**config.mk**
```make
export PLATFORM = sky130hd
export DESIGN_NAME = mult_accum_stage
export DESIGN_NICKNAME = d
export VERILOG_FILES = /design/src/rtl/mult_accum_stage.sv
export SDC_FILE = /design/constraint.sdc
export NUM_CORES = 1
export LEC_CHECK = 0
export BUFFER_PORTS_ARGS = -buffer_cell sky130_fd_sc_hd__buf_2
export CORE_MARGIN = 1.5
export CORE_UTILIZATION = 24
export DETAILED_ROUTE_END_ITERATION = 12
export PLACE_DENSITY = 0.5
export SETUP_SLACK_MARGIN = 0.15
export SLEW_MARGIN = 15
export SYNTH_ARGS = -nofsm -noshare
export SYNTH_HDL_FRONTEND = slang
export SYNTH_SLANG_ARGS = --single-unit
```
**constraint.sdc**
```tcl
create_clock -name i_clk -period 3.3 [get_ports i_clk]
set_input_delay 0.33 -clock i_clk [delete_from_list [all_inputs] [get_ports i_clk]]
set_output_delay 0.33 -clock i_clk [all_outputs]
set_load 0.005 [all_outputs]
```
**src/rtl/mult_accum_stage.sv**
```systemverilog
// rtl/mult_accum_stage.sv - registered, back-pressurable MAC accumulator behind the 32x32 multiplier
//
// Purpose: sums BURST_LEN unsigned products into an ACC_W-bit accumulator and
// presents the total with a sticky overflow flag on a valid/ready output.
// Optional feature macro: MULT_ACCUM_SATURATE_EN (clamp on carry-out instead of wrap).
//
// Ports:
//   i_clk, i_rst_n        clock, asynchronous active-low reset
//   i_in_valid/o_in_ready product beat handshake
//   i_prod, i_prod_ovf    product (zero-extended to ACC_W) and multiplier overflow flag
//   i_acc_clear           synchronous abort/clear, highest priority after reset
//   o_out_valid/i_out_ready result handshake
//   o_out_acc, o_out_ovf  accumulated sum and sticky overflow
//   o_beat_cnt            beats accepted in the current burst
module mult_accum_stage #(
  parameter int PROD_W    = 64,
  parameter int ACC_W     = 72,
  parameter int BURST_LEN = 8,
  parameter int CNT_W     = $clog2(BURST_LEN + 1)
) (
  input  logic              i_clk,
  input  logic              i_rst_n,
  input  logic              i_in_valid,
  output logic              o_in_ready,
  input  logic [PROD_W-1:0] i_prod,
  input  logic              i_prod_ovf,
  input  logic              i_acc_clear,
  output logic              o_out_valid,
  input  logic              i_out_ready,
  output logic [ACC_W-1:0]  o_out_acc,
  output logic              o_out_ovf,
  output logic [CNT_W-1:0]  o_beat_cnt
);

  localparam int SUM_W = ACC_W + 1;

  typedef enum logic {
    ST_ACCUM = 1'b0,
    ST_DRAIN = 1'b1
  } state_t;

  state_t             r_state;
  state_t             w_state_nxt;
  logic [ACC_W-1:0]   r_acc;
  logic               r_ovf;
  logic [CNT_W-1:0]   r_beat_cnt;

  logic               w_accept;
  logic               w_last_beat;
  logic               w_drain_done;
  logic [SUM_W-1:0]   w_sum;
  logic               w_carry;
  logic [ACC_W-1:0]   w_acc_nxt;

  assign o_in_ready   = (r_state == ST_ACCUM) && !i_acc_clear;
  assign o_out_valid  = (r_state == ST_DRAIN);
  assign o_out_acc    = r_acc;
  assign o_out_ovf    = r_ovf;
  assign o_beat_cnt   = r_beat_cnt;

  assign w_accept     = i_in_valid && o_in_ready;
  assign w_last_beat  = (r_beat_cnt == CNT_W'(BURST_LEN - 1));
  assign w_drain_done = o_out_valid && i_out_ready;

  // One extra bit on the adder exposes the carry-out that feeds the sticky flag.
  assign w_sum   = {1'b0, r_acc} + SUM_W'(i_prod);
  assign w_carry = w_sum[ACC_W];

`ifdef MULT_ACCUM_SATURATE_EN
  // Once clamped, any further non-zero product carries out again and re-clamps.
  assign w_acc_nxt = w_carry ? {ACC_W{1'b1}} : w_sum[ACC_W-1:0];
`else
  assign w_acc_nxt = w_sum[ACC_W-1:0];
`endif

  always_ff @(posedge i_clk or negedge i_rst_n) begin
    if (!i_rst_n) begin
      r_state <= ST_ACCUM;
    end else begin
      r_state <= w_state_nxt;
    end
  end

  always_comb begin
    w_state_nxt = r_state;
    if (i_acc_clear) begin
      w_state_nxt = ST_ACCUM;
    end else begin
      case (r_state)
        ST_ACCUM: if (w_accept && w_last_beat) w_state_nxt = ST_DRAIN;
        ST_DRAIN: if (w_drain_done) w_state_nxt = ST_ACCUM;
        default:  w_state_nxt = ST_ACCUM;
      endcase
    end
  end

  // Accept is only possible in ACCUM without clear, drain-done only in DRAIN,
  // so the last two branches never compete.
  always_ff @(posedge i_clk or negedge i_rst_n) begin
    if (!i_rst_n) begin
      r_acc      <= '0;
      r_ovf      <= 1'b0;
      r_beat_cnt <= '0;
    end else if (i_acc_clear || w_drain_done) begin
      r_acc      <= '0;
      r_ovf      <= 1'b0;
      r_beat_cnt <= '0;
    end else if (w_accept) begin
      r_acc      <= w_acc_nxt;
      r_ovf      <= r_ovf | i_prod_ovf | w_carry;
      r_beat_cnt <= r_beat_cnt + CNT_W'(1);
    end
  end

endmodule

```
==> summary.md <==
| Metric | Value |
|---|---|
| Result of the run | finished clean |
| Post-layout instance count excluding filler cells | 1,392 |
| Count of port buffers added during placement | 148 |
| Power per unit of standard cell area | 644 mW/mm2 |
| DIE AREA | 0.0289 mm2 |
| Sequential element share of the synthesized area | 29.1% |
| Number of enable-type register cells in the synthesized netlist | 0 |
| Share of the synthesized area in the top cell type | between 20 and 30% |
| Wire length of the first global-routing pass | 36.8 mm |
| Via Count | slightly below 7k |
| Critical path capture point | o_out_acc[68] |
| Number of warnings issued by yosys | 0 |
| Min Tclk post-route | 3.08 ns |
| Clock skew | 0.00805 ns |
| Largest net degree at the start of global routing | 58 |
| Global placer's final weighted congestion | between 0.8 and 0.9 |
| Most common cell in the netlist | nand2_1 |
| Mean cell area of the mapped netlist | 7.96 um2 |
| R2R Path End | o_out_acc[68] |
| Sum of negative setup slack | 0 ns |
| CTS Buf Count | 9 |
| Largest fanout of any net on the critical path | 3 |
| FF-to-FF Start | o_out_acc[0] |
| Num Clock Sinks | 78 |
| Total detailed-routing wirelength | roughly 23 mm |
| Post-synthesis register bit count | 78 |
| Logic depth of the worst register-to-register path | 12 |
| Most used DFF post-synth | dfrtp_1 |
| Worst supply voltage drop on vdd | 277 uV |
| Worst min-delay path startpoint | i_prod_ovf |
| Placed cell areas | a little over 0.008 mm2 |
| Leakage power of the design | 0.00404 uW |
| Synthesized netlist cell count | around 840 |
| Highest achievable clock rate | 0.325 GHz |
| Worst setup slack for register-to-register paths | 0.22 ns |
| HPWL after detailed placement | 18.3 mm |
| Area of all placed cells without fillers | a little under 0.009 mm2 |
| Critical path origin | o_out_acc[0] |
| Proportion of layout cells with a drive suffix above 1 | 25.1% |
| Core Util, Final | 32.0% |
| Critical path class | reg2reg |
| Number of vias per cell after detailed routing | 4.91 |
| Die Y-Extent | between 150 and 200 um |
| Crit. End Element | register |
| Antenna violations before repair | 1 |
| Residual DRC count | 0 |
| Proportion of register bits with asynchronous set or reset after synthesis | 100% |
| Average routed wire per standard cell | 16.5 um |
| Count of final hold-check violations | 0 |
| Area grow syn2layout | 29.9% |
| Pre-antenna DRT Iters | 5 |
| Post-route setup slack | roughly 0.22 ns |
| Max_slew headroom | 55.6% |
| Initial Util | 24.7% |
| Final period util | 93.3% |
| Top area cells in the synthesized netlist | dfrtp_1 (29%), ha_1 (12%), nand2_1 (6.9%) |
| Pin slew with the least headroom to its limit | approximately 0.67 ns |
| Source-to-sink clock delay at the later pin of the worst-skew pair | approximately 0.35 ns |
| Data arrival time of the critical path | about 3.3 ns |
| Core box area | ~0.027 mm2 |
| Count of antenna-violating nets left after detailed routing | 0 |
| Number of design-rule violations left by the first detailed-router iteration | 461 |
| Number of H-tree branching levels | 3 |
| TritonCTS clock tree | built |
| Maximum root-to-sink buffer count | 2 |
| Worst setup slack after placement | 0.0175 ns |
| FP Rows | 60 |
| Worst endpoint required time | approximately 3.5 ns |
| Max-capacitance violation count | 0 |
| Total global routing track utilization | between 15 and 20% |
| Inst Count DP | 1,370 |
| Via count of the first global-routing pass | 6,933 |
| Type of the tightest min-delay check | in2reg |
| Post-synth top cells | nand2_1 (124), dfrtp_1 (78), a21oi_1 (76) |
| Syn nets | 978 |
| CTS Root Cell | clkbuf_16 |
| Clock slew at the register clock pins of the worst setup and hold paths | 0.07 ns |
| Cell Area, Synth | 0.00670 mm2 |
| Remaining Overflow, GRT | 0 |
| CP Launch Type | register |
| Number of nets in the layout | roughly 1.2k |
| Io pins | 149 |
| Leading area contributor after synthesis | dfrtp_1 |
| Unique masters post-synth | 60 |
| Max Transition Viols Final | 0 |
| Setup Viol. Count Final | 0 |
| Unrepaired setup endpoints after global routing | yes |
| Die W | ~170 um |
-- layout by cell type, fill, tap and decap left out, types with 4 or more instances in the layout --
cell         n
o21bai_1     8
o31ai_2      4
nand3_1     17
bufinv_16    4
nor2_1      60
o21ai_1     57
dfrtp_1     78
a211oi_1    10
o21ai_0     48
nand2b_1     6
nor2b_1      4
inv_1       14
buf_4       50
clkbuf_16    9
a21o_1      24
nor3_1      12
o211ai_1     9
nand2_1    122
xnor2_1     36
buf_2      147
a21oi_1     72
a22o_1       4
xor2_1      29
nand4_1     21
ha_2         7
a21oi_2      4
or3_1        9
a32o_1       4
o31ai_1      6
and3_1       6
ha_1        57
a31oi_1      4
o21a_1       8
a21boi_1     5
-- metal layers --
layer / track usage (%) / share of wire [%]
met5: 0 / 0
met4: 5.00 / 1.7
met3: 2.67 / 3.8
met2: 26.7 / 46
met1: 21.4 / 48
-- logic make-up after synthesis --
| kind of cell | share of synthesized area (%) |
|---|---|
| buffers and inverters | 2.95 |
| AND/OR/NAND/NOR | 18.6 |
| adder cells (fa/ha/maj) | 12.4 |
| AO/OA/AOI/OAI | 28.4 |
| XOR/XNOR | 8.50 |
| flip-flops | 29.1 |
-- layout make-up --
type	count	area, um2
fillers	2983	18500
multi-input cells	712	4720
flip-flops and latches	78	1950
repair buffers	199	1140
well taps	372	465
clock buffers	9	225
clock inverters	7	146
inverters	14	52.6
diodes	1	2.50
-- worst min-delay path by stage --
stage | to | slack [ns] | depth (start not counted)
final | o_out_ovf | 0.22 | 3
after global routing | o_out_ovf | 0.23 | 3
after CTS | o_out_ovf | 0.22 | 3
after detailed placement | o_out_acc[30] | 0.30 | 1
after global placement | o_out_acc[31] | 0.30 | 1
after floorplan | o_beat_cnt[0] | 0.03 | 0
-- power breakdown --
part           total [uW]  switching (uW)  internal (uW)
clock network        1280             457            821
logic                3000            1710           1290
registers            1340             180           1160
-- flip-flops by register name, indices dropped and copies added, names as in the netlist --
register     flops
o_out_acc       72
o_beat_cnt       4
o_out_ovf        1
o_out_valid      1
-- critical path, stage by stage (launching register included) --
cell and delay (ns):
dfrtp_1 0.37, ha_2 0.20, fa_2 0.21, a21oi_1 0.09, o211a_1 0.25, or4_4 0.53, and2_4 0.16, o41a_1 0.37
o2111a_1 0.28, o21bai_1 0.16, a31o_1 0.18, xnor2_1 0.11, nor2_1 0.05
-- stage by stage --
| step | hold slack (ns) | power, uW |
|---|---|---|
| after floorplan | 0.0344 | 3210 |
| after global placement | 0.304 | 4240 |
| after detailed placement | 0.304 | 4240 |
| after CTS | 0.217 | 5560 |
| after global routing | 0.229 | 6050 |
| final | 0.225 | 5610 |
-- repair_timing --
| action | in CTS | in global routing |
|---|---|---|
| gates resized for setup | 3 | 34 |
| setup endpoints to repair | 7 | 25 |
| endpoints found under the hold margin | 25 | 0 |
| setup buffers | 0 | 4 |
| hold buffers | 1 | 0 |
| pin swaps | 1 | 3 |
(Power assumes the default switching activity.)
